[src/rtl/multiplexer_pkg.sv]
// Shared types and constants for the 4-to-1 lane selector.
package multiplexer_pkg;

  localparam int unsigned MUX_DEFAULT_WIDTH = 8;
  localparam int unsigned MUX_SEL_WIDTH     = 2;

  // Lane select encoding
  typedef enum logic [MUX_SEL_WIDTH-1:0] {
    SEL_A = 2'b00,
    SEL_B = 2'b01,
    SEL_C = 2'b10,
    SEL_D = 2'b11
  } mux_sel_e;

endpackage : multiplexer_pkg

[src/rtl/mux4_comb.sv]
// Purely combinational 4-to-1 lane select; unknown select yields all zeros.
module mux4_comb
  import multiplexer_pkg::*;
#(
  parameter int unsigned WIDTH = MUX_DEFAULT_WIDTH
) (
  input  logic [WIDTH-1:0]         laneA,
  input  logic [WIDTH-1:0]         laneB,
  input  logic [WIDTH-1:0]         laneC,
  input  logic [WIDTH-1:0]         laneD,
  input  logic [MUX_SEL_WIDTH-1:0] sel,
  output logic [WIDTH-1:0]         laneSel_c
);

  // Case-select with a zero default so no latch is inferred and X/Z selects give 0
  always_comb begin
    laneSel_c = '0;
    case (mux_sel_e'(sel))
      SEL_A:   laneSel_c = laneA;
      SEL_B:   laneSel_c = laneB;
      SEL_C:   laneSel_c = laneC;
      SEL_D:   laneSel_c = laneD;
      default: laneSel_c = '0;
    endcase
  end

endmodule : mux4_comb

[src/rtl/multiplexer.sv]
// 4-to-1 data selector with a combinational output and a registered copy
// qualified by a valid flag. Optional MULTIPLEXER_PARITY_EN adds a registered
// even-parity bit alongside out_q.
module multiplexer
  import multiplexer_pkg::*;
#(
  parameter int unsigned WIDTH = MUX_DEFAULT_WIDTH
) (
  input  logic                     clk,
  input  logic                     rst_n,
  input  logic [WIDTH-1:0]         in_a,
  input  logic [WIDTH-1:0]         in_b,
  input  logic [WIDTH-1:0]         in_c,
  input  logic [WIDTH-1:0]         in_d,
  input  logic [MUX_SEL_WIDTH-1:0] sel,
  input  logic                     in_valid,
  output logic [WIDTH-1:0]         val_out,
  output logic [WIDTH-1:0]         out_q,
  output logic [MUX_SEL_WIDTH-1:0] sel_q,
  output logic                     out_valid
`ifdef MULTIPLEXER_PARITY_EN
  ,
  output logic                     out_parity
`endif
);

  logic [WIDTH-1:0] laneSel_c;

  mux4_comb #(
    .WIDTH (WIDTH)
  ) u_mux4Comb (
    .laneA     (in_a),
    .laneB     (in_b),
    .laneC     (in_c),
    .laneD     (in_d),
    .sel       (sel),
    .laneSel_c (laneSel_c)
  );

  assign val_out = laneSel_c;

  // Capture the selected lane on valid; data/select hold otherwise, valid drops
  always_ff @(posedge clk or negedge rst_n) begin
    if (!rst_n) begin
      out_q     <= '0;
      sel_q     <= '0;
      out_valid <= 1'b0;
    end else begin
      out_valid <= in_valid;
      if (in_valid) begin
        out_q <= laneSel_c;
        sel_q <= sel;
      end
    end
  end

`ifdef MULTIPLEXER_PARITY_EN
  // Even parity of the captured lane, held alongside out_q
  always_ff @(posedge clk or negedge rst_n) begin
    if (!rst_n) begin
      out_parity <= 1'b0;
    end else if (in_valid) begin
      out_parity <= ^laneSel_c;
    end
  end
`endif

endmodule : multiplexer

[config.mk]
export PLATFORM = sky130hd
export DESIGN_NAME = multiplexer
export DESIGN_NICKNAME = d
export VERILOG_FILES = /design/src/rtl/multiplexer_pkg.sv /design/src/rtl/mux4_comb.sv /design/src/rtl/multiplexer.sv
export SDC_FILE = /design/constraint.sdc
export NUM_CORES = 1
export LEC_CHECK = 0
export CORE_MARGIN = 3
export CORE_UTILIZATION = 34
export CTS_BUF_LIST = sky130_fd_sc_hd__clkbuf_4 sky130_fd_sc_hd__clkbuf_8
export DETAILED_ROUTE_END_ITERATION = 8
export GPL_ROUTABILITY_DRIVEN = 0
export GPL_TIMING_DRIVEN = 0
export MAX_ROUTING_LAYER = met4
export PLACE_DENSITY = 0.82
export SETUP_SLACK_MARGIN = 0.2
export SLEW_MARGIN = 10
export SYNTH_ARGS = -nofsm -noshare
export SYNTH_HDL_FRONTEND = slang
export SYNTH_SLANG_ARGS = --single-unit
[constraint.sdc]
create_clock -name clk -period 1.03 [get_ports clk]
set_input_delay 0.1545 -clock clk [delete_from_list [all_inputs] [get_ports clk]]
set_output_delay 0.1545 -clock clk [all_outputs]
set_load 0.05 [all_outputs]
==> impl_metrics.xml, run 1 <==
<?xml version="1.0" encoding="UTF-8"?>
<metrics>
  <group name="cells_and_area">
    <metric name="finish.utilization" unit="%">93.5</metric>
    <metric name="multi_input_comb_area" unit="sq um">733</metric>
    <metric name="post_layout_nonfiller_instances" unit="">162</metric>
    <metric name="layout.filler_cells" unit="">55</metric>
    <metric name="layout.area.seq" unit="sq um">278</metric>
    <metric name="nets" unit="">172</metric>
    <metric name="fraction_of_final_layout_cells_with_drive_strength_greater_than_1" unit="%">59.0</metric>
    <metric name="layout-area-overhead-vs-synth" unit="%">158</metric>
  </group>
  <group name="sta">
    <metric name="fin_crit" unit="ps">1130</metric>
    <metric name="rsz0062_at_grt" unit="">yes</metric>
    <metric name="period_share" unit="%">109</metric>
    <metric name="hold_viol_final" unit="">0</metric>
    <metric name="layout_setup_ws" unit="ps">-95.6</metric>
    <metric name="max-slew-margin-rel" unit="%">64.4</metric>
    <metric name="timing_worst_slew_pin_value" unit="ps">533</metric>
    <metric name="final-max-slew-violation-count" unit="">0</metric>
    <metric name="setup_viol_count_final" unit="">9</metric>
    <metric name="final.setup_skew" unit="ps">0</metric>
    <metric name="fmax_achieved" unit="GHz">0.888</metric>
  </group>
  <group name="critical_path">
    <metric name="path_class" unit="">input port to output pin</metric>
    <metric name="worstReg2RegStart" unit="">out_q[5]</metric>
    <metric name="endpoint_kind" unit="">output pin</metric>
    <metric name="highest_cell_delay_on_the_worst_timing_path" unit="ps">200</metric>
    <metric name="cp_common_cell" unit="">sky130_fd_sc_hd__mux2i_4</metric>
    <metric name="worst_path_dominant_cell_family" unit="">buffers and inverters</metric>
    <metric name="timing.reg2reg.setup_slack" unit="ps">170</metric>
    <metric name="data_arrival_time_of_the_critical_path" unit="ps">970</metric>
    <metric name="critPathRequiredTime" unit="ps">880</metric>
    <metric name="crit_path_buffers_inverters" unit="">3</metric>
    <metric name="worst_setup_sp_type" unit="">input port</metric>
    <metric name="crit-reg2reg-capture" unit="">out_q[5]</metric>
    <metric name="worstPathCellList" unit="">buf_16, buf_12, mux2i_4, mux2i_4, buf_6</metric>
    <metric name="cpMaxStageDelayCell" unit="">sky130_fd_sc_hd__mux2i_4</metric>
    <metric name="reg2regPathDepth" unit="">3</metric>
    <metric name="worstPathMaxFanout" unit="">5</metric>
  </group>
  <group name="synth">
    <metric name="netlist_instances" unit="">61</metric>
    <metric name="post_synth_arst_share" unit="%">100</metric>
    <metric name="synth_simple_gate_area_share" unit="%">8.36</metric>
    <metric name="yosys_register_bits" unit="">11</metric>
    <metric name="post_synth.cell_area_avg" unit="sq um">11.8</metric>
    <metric name="seq_area_frac_synth" unit="%">38.3</metric>
    <metric name="synth-compound-area-share" unit="%">10.5</metric>
    <metric name="synth_edf_count" unit="">0</metric>
    <metric name="synth_largest_area_cell" unit="">sky130_fd_sc_hd__dfrtp_1</metric>
    <metric name="synth_area_in_xor_xnor" unit="%">0</metric>
    <metric name="synthesis.area" unit="sq um">718</metric>
    <metric name="yosysWarningCount" unit="">0</metric>
    <metric name="synth_top_family_by_area" unit="">multiplexers</metric>
    <metric name="synth_flop_cell" unit="">sky130_fd_sc_hd__dfrtp_1</metric>
    <metric name="synth.distinct_cells" unit="">11</metric>
    <metric name="synthTopCellsByCount" unit="">sky130_fd_sc_hd__mux2i_1 (24), sky130_fd_sc_hd__dfrtp_1 (11), sky130_fd_sc_hd__nand2b_1 (9)</metric>
    <metric name="syn-num-nets" unit="">98</metric>
    <metric name="synth.top_cells.by_area" unit="">sky130_fd_sc_hd__dfrtp_1 (38%), sky130_fd_sc_hd__mux2i_1 (33%), sky130_fd_sc_hd__o221ai_1 (9.8%)</metric>
    <metric name="yosys.area.top_type_share" unit="%">38.3</metric>
    <metric name="most_instantiated_library_cell_after_synthesis" unit="">sky130_fd_sc_hd__mux2i_1</metric>
    <metric name="multiplexer_area_fraction_after_synthesis" unit="%">35.0</metric>
    <metric name="synth_adder_area_share" unit="%">0</metric>
  </group>
  <group name="global_routing">
    <metric name="largest_net_degree_at_the_start_of_global_routing" unit="">12</metric>
    <metric name="gr-total-overflow" unit="">0</metric>
    <metric name="grtUsageTotal" unit="%">25.5</metric>
    <metric name="grt_antenna_before_repair" unit="">0</metric>
    <metric name="first_global_vias" unit="">921</metric>
    <metric name="grt_pass1_wl" unit="mm">4.68</metric>
  </group>
  <group name="clocking">
    <metric name="clock_root_cell" unit="">sky130_fd_sc_hd__clkbuf_4</metric>
    <metric name="cts_htree_levels" unit="">1</metric>
    <metric name="worst_setup_hold_path_clk_slew" unit="ps">80</metric>
    <metric name="ctsLongestPathBuffers" unit="">2</metric>
    <metric name="worstSkewPairLatency" unit="ps">280</metric>
    <metric name="numCtsBuffers" unit="">3</metric>
    <metric name="cts_tree" unit="">done</metric>
    <metric name="numClockSinks" unit="">11</metric>
  </group>
  <group name="floorplanning">
    <metric name="effective_utilization_at_floorplan" unit="%">36.2</metric>
    <metric name="dieArea" unit="sq um">2700</metric>
    <metric name="std_cell_rows" unit="">16</metric>
    <metric name="die_w" unit="microns">52.0</metric>
    <metric name="die_height" unit="microns">52.0</metric>
    <metric name="design.core.area" unit="sq um">1980</metric>
    <metric name="ioPinCount" unit="">56</metric>
  </group>
  <group name="routing">
    <metric name="drt-initial-drc-count" unit="">19</metric>
    <metric name="m1WireLength" unit="mm">1.42</metric>
    <metric name="drt_pass1_iterations" unit="">4</metric>
    <metric name="detailed_route_via_count" unit="">895</metric>
    <metric name="drcViolationCount" unit="">0</metric>
    <metric name="antenna_left" unit="">0</metric>
    <metric name="highest-signal-layer" unit="">met4</metric>
    <metric name="routed_wl" unit="mm">3.95</metric>
    <metric name="wl_met3" unit="microns">258</metric>
    <metric name="route.met2.wl" unit="mm">2.11</metric>
    <metric name="via_per_inst" unit="">5.52</metric>
    <metric name="post_drt_wl_per_cell" unit="microns">24.4</metric>
  </group>
  <group name="hold_path">
    <metric name="hp-class" unit="">input port to asynchronous set/reset pin</metric>
  </group>
  <group name="power_and_ir_drop">
    <metric name="power-per-cell-area" unit="nW/um^2">1110</metric>
    <metric name="peak_supply_drop" unit="V">0.000945</metric>
    <metric name="static-leakage-power" unit="uW">0.000783</metric>
  </group>
  <group name="placed_design">
    <metric name="numPortBuffers" unit="">53</metric>
    <metric name="placedCellCount" unit="">141</metric>
    <metric name="place.detailed.hpwl" unit="mm">2.03</metric>
  </group>
  <group name="status">
    <metric name="outcome" unit="">complete, but fails checks</metric>
    <metric name="violations_in_the_final_reports" unit="">negative setup slack</metric>
  </group>
  <group name="run">
    <metric name="maxCapViolCount" unit="">0</metric>
  </group>
</metrics>
==> logic make-up (layout without fill, tap and decap cells) <==
group | Yosys count | after routing
compound gates | 9 | 9
buf+inv | 6 | 79
flops | 11 | 11
mux | 25 | 25
other cells | 0 | 1
simple gates | 10 | 10
==> metrics by stage <==
step | total power (uW) | instance area, sq um | hold slack (ps) | TNS [ps] | setup slack, ps
after global placement | 1380 | 1390 | 481 | -13530 | -822
after CTS | 1910 | 1740 | 205 | -522 | -79.7
final | 2060 | 1850 | 214 | -650 | -95.6
after global routing | 2130 | 1850 | 218 | -897 | -112
after detailed placement | 1400 | 1390 | 491 | -13900 | -871
after floorplan | 1050 | 825 | -141 | -588 | -81.5
==> layout make-up <==
type	count	share of cell area (%)
Clock buffer	4	1.62
Antenna cell	1	0.135
Timing Repair Buffer	69	37.6
Multi-Input combinational cell	44	39.6
Buffer	5	4.05
Sequential cell	11	15.0
Inverter	1	0.203
Tap cell	27	1.82
==> worst max path at each step <==
stage,slack (ps),start,to,depth (start not counted)
floorplan,-80,sel[1],val_out[3],4
global placement,-820,in_d[1],val_out[1],4
detailed placement,-870,in_b[1],val_out[1],4
CTS,-80,sel[1],val_out[1],5
global route,-110,in_a[2],val_out[2],4
finish,-100,sel[1],val_out[1],5
==> layer usage <==
layer / up-vias / track usage [%]
met5: - / -
met4: 0 / 6.99
met3: 14 / 5.44
met2: 58 / 46.4
met1: 444 / 27.7
li1: 379 / -
==> placed cells by master (no fill, tap or decap), types with 2 or more instances in the layout <==
cell type,count
sky130_fd_sc_hd__dfrtp_1,9
sky130_fd_sc_hd__mux2i_4,23
sky130_fd_sc_hd__buf_6,22
sky130_fd_sc_hd__buf_8,2
sky130_fd_sc_hd__buf_16,2
sky130_fd_sc_hd__clkbuf_4,4
sky130_fd_sc_hd__o221ai_1,4
sky130_fd_sc_hd__nand2b_1,6
sky130_fd_sc_hd__dfrtp_2,2
sky130_fd_sc_hd__dlygate4sd2_1,33
sky130_fd_sc_hd__o221ai_2,4
sky130_fd_sc_hd__buf_4,11
sky130_fd_sc_hd__nand2b_4,3
==> what timing repair did <==
| action | CTS | global route |
|---|---|---|
| pin swaps | 0 | 0 |
| endpoints found under the setup margin | 29 | 22 |
| cloned | 2 | 0 |
| buffers inserted | 11 | 3 |
| hold buffers | 0 | 0 |
| gates resized for setup | 203 | 13 |
==> state kept, by name (all words and copies together), names as in the netlist <==
signal / cells
out_q: 8
sel_q: 2
out_valid: 1
==> report_power, final <==
part	leakage, uW	total [uW]	switching (uW)	internal, uW
Clock	0.0000184	353	176	177
Sequential	0.000132	531	49.3	482
Combinational	0.000633	1170	625	548
Total	0.000783	2060	851	1210
Power figures use the tool's default switching activity.
==> run 2, diff against run 1 <==
CORE_UTILIZATION = 31   (was 34)
PLACE_DENSITY = default   (was 0.82)
PLACE_DENSITY_LB_ADDON = 0.15   (was default)
clock period = 1.01 ns   (was 1.03 ns; I/O delays follow)
==> impl_metrics.xml, run 2 (synthesis gave the netlist of run 1 again) <==
<?xml version="1.0" encoding="UTF-8"?>
<metrics>
  <group name="cells_and_area">
    <metric name="final_common_cell" unit="">sky130_fd_sc_hd__dlygate4sd2_1</metric>
    <metric name="layout.area.seq" unit="sq um">278</metric>
    <metric name="mostFrequentLayoutCells" unit="">sky130_fd_sc_hd__dlygate4sd2_1 (33), sky130_fd_sc_hd__buf_6 (24), sky130_fd_sc_hd__mux2i_4 (22)</metric>
    <metric name="finish.utilization" unit="%">91.9</metric>
    <metric name="multi_input_comb_area" unit="sq um">732</metric>
    <metric name="layout.filler_cells" unit="">63</metric>
    <metric name="largest_register_ffs" unit="">8</metric>
    <metric name="antenna_cells" unit="">0</metric>
    <metric name="nets" unit="">179</metric>
    <metric name="largest_registers" unit="">out_q: 8 flops, sel_q: 2 flops, out_valid: 1 flops</metric>
    <metric name="layout-area-overhead-vs-synth" unit="%">167</metric>
    <metric name="fraction_of_final_layout_cells_with_drive_strength_greater_than_1" unit="%">61.7</metric>
    <metric name="register_with_the_most_flip_flops" unit="">out_q</metric>
  </group>
  <group name="power_and_ir_drop">
    <metric name="peak_supply_drop" unit="V">0.00112</metric>
    <metric name="report.power.total" unit="uW">2130</metric>
    <metric name="static-leakage-power" unit="uW">0.000826</metric>
    <metric name="power-per-cell-area" unit="nW/um^2">1110</metric>
  </group>
  <group name="placed_design">
    <metric name="dpl_worst_slack" unit="ps">-870</metric>
    <metric name="numPortBuffers" unit="">53</metric>
    <metric name="place.detailed.hpwl" unit="mm">1.78</metric>
  </group>
  <group name="critical_path">
    <metric name="endpoint_kind" unit="">output pin</metric>
    <metric name="cpMaxStageDelayCell" unit="">sky130_fd_sc_hd__mux2i_2</metric>
    <metric name="worstPathCellList" unit="">buf_16, buf_4, mux2i_2, mux2i_4, buf_6</metric>
    <metric name="critPathRequiredTime" unit="ps">860</metric>
    <metric name="reg2regPathDepth" unit="">4</metric>
    <metric name="worstPathMaxFanout" unit="">5</metric>
    <metric name="data_arrival_time_of_the_critical_path" unit="ps">1000</metric>
    <metric name="worst_setup_sp_type" unit="">input port</metric>
    <metric name="highest_cell_delay_on_the_worst_timing_path" unit="ps">310</metric>
    <metric name="path_class" unit="">input port to output pin</metric>
  </group>
  <group name="routing">
    <metric name="drcViolationCount" unit="">0</metric>
    <metric name="post_drt_wl_per_cell" unit="microns">22.9</metric>
    <metric name="drt-initial-drc-count" unit="">11</metric>
    <metric name="antenna_left" unit="">0</metric>
    <metric name="via_per_inst" unit="">5.41</metric>
    <metric name="detailed_route_via_count" unit="">909</metric>
    <metric name="routed_wl" unit="mm">3.85</metric>
    <metric name="drt_pass1_iterations" unit="">5</metric>
  </group>
  <group name="floorplanning">
    <metric name="die_w" unit="microns">54.1</metric>
    <metric name="ioPinCount" unit="">56</metric>
    <metric name="effective_utilization_at_floorplan" unit="%">34.5</metric>
    <metric name="die_height" unit="microns">54.1</metric>
    <metric name="design.core.area" unit="sq um">2080</metric>
    <metric name="std_cell_rows" unit="">16</metric>
    <metric name="dieArea" unit="sq um">2930</metric>
  </group>
  <group name="sta">
    <metric name="layout_setup_ws" unit="ps">-142</metric>
    <metric name="setup_viol_count_final" unit="">14</metric>
    <metric name="fin_worst_hold_slack" unit="ps">188</metric>
    <metric name="rsz0062_at_grt" unit="">yes</metric>
    <metric name="fin_crit" unit="ps">1150</metric>
    <metric name="fmax_achieved" unit="GHz">0.868</metric>
    <metric name="period_share" unit="%">114</metric>
    <metric name="hold_viol_final" unit="">0</metric>
    <metric name="final.setup_skew" unit="ps">0</metric>
    <metric name="final-max-slew-violation-count" unit="">0</metric>
    <metric name="timing_worst_slew_pin_value" unit="ps">500</metric>
    <metric name="max-slew-margin-rel" unit="%">66.6</metric>
  </group>
  <group name="status">
    <metric name="violations_in_the_final_reports" unit="">negative setup slack</metric>
    <metric name="outcome" unit="">complete, but fails checks</metric>
  </group>
  <group name="global_routing">
    <metric name="grt_antenna_before_repair" unit="">0</metric>
    <metric name="first_global_vias" unit="">927</metric>
    <metric name="gr-total-overflow" unit="">0</metric>
    <metric name="grtUsageTotal" unit="%">23.5</metric>
    <metric name="largest_net_degree_at_the_start_of_global_routing" unit="">12</metric>
    <metric name="grt_pass1_wl" unit="mm">4.53</metric>
  </group>
  <group name="clocking">
    <metric name="numClockSinks" unit="">11</metric>
    <metric name="number_of_hold_buffers_added_after_cts" unit="">0</metric>
    <metric name="worst_setup_hold_path_clk_slew" unit="ps">80</metric>
    <metric name="numCtsBuffers" unit="">3</metric>
    <metric name="clock_root_cell" unit="">sky130_fd_sc_hd__clkbuf_4</metric>
    <metric name="cts_tree" unit="">done</metric>
    <metric name="worstSkewPairLatency" unit="ps">280</metric>
    <metric name="cts_htree_levels" unit="">1</metric>
    <metric name="ctsLongestPathBuffers" unit="">2</metric>
  </group>
  <group name="run">
    <metric name="maxCapViolCount" unit="">0</metric>
  </group>
  <group name="hold_path">
    <metric name="hp-class" unit="">input port to asynchronous set/reset pin</metric>
  </group>
</metrics>
## run 2: changes by cell type in the layout (fill, tap and decap cells not counted), sizes merged
cell / delta
buf: +7
diode: -1
## run 2: layer usage
| metal | wire, microns | up-vias | track usage, % |
|---|---|---|---|
| li1 | - | 396 | - |
| met3 | 242 | 17 | 5.26 |
| met2 | 2100 | 57 | 38.8 |
| met5 | 0 | - | - |
| met4 | 150 | 0 | 14.9 |
| met1 | 1350 | 439 | 25.1 |
## run 2: what timing repair did
action / 4_1_cts / 5_1_grt
endpoints found under the setup margin: 29 / 24
resized for setup: 201 / 15
gates cloned: 2 / 0
buffers inserted: 15 / 6
endpoints found under the hold margin: 0 / 0
## run 2: report_power, final
group / switching (uW) / leakage (uW) / internal [uW]
registers: 47.1 / 0.000132 / 492
logic: 639 / 0.000676 / 592
clock network: 177 / 0.0000184 / 181
## run 2: critical path, delay by kind of cell
family / cells / cell delay [ps]
buffers and inverters: 3 / 420
multiplexers: 2 / 420
## run 2: path summary, 6_finish.rpt
path / start / endpoint / slack (ps)
max: sel[1] / val_out[0] / -140
min: rst_n / out_q[3] / 190
max reg2reg: out_q[3] / out_q[3] / 120
min reg2reg: out_q[5] / out_q[5] / 570
max in group asynchronous: rst_n / sel_q[0] / 450
min in group clk: in_valid / out_valid / 200
## run 2: cell type report
type	instances	area share (%)
timing repair buffer	76	39.8
multi-input combinational	44	38.2
sequential	11	14.5
buffer	5	3.92
tap	27	1.76
clock buffer	4	1.57
inverter	1	0.196
## run 2: metrics by stage
| step | std cells | cell area, sq um | TNS (ps) |
|---|---|---|---|
| finish | 168 | 1910 | -879 |
| global placement | 141 | 1390 | -13950 |
| CTS | 162 | 1760 | -642 |
| floorplan | 61 | 825 | -700 |
| global route | 168 | 1910 | -1210 |
| detailed placement | 141 | 1390 | -14180 |
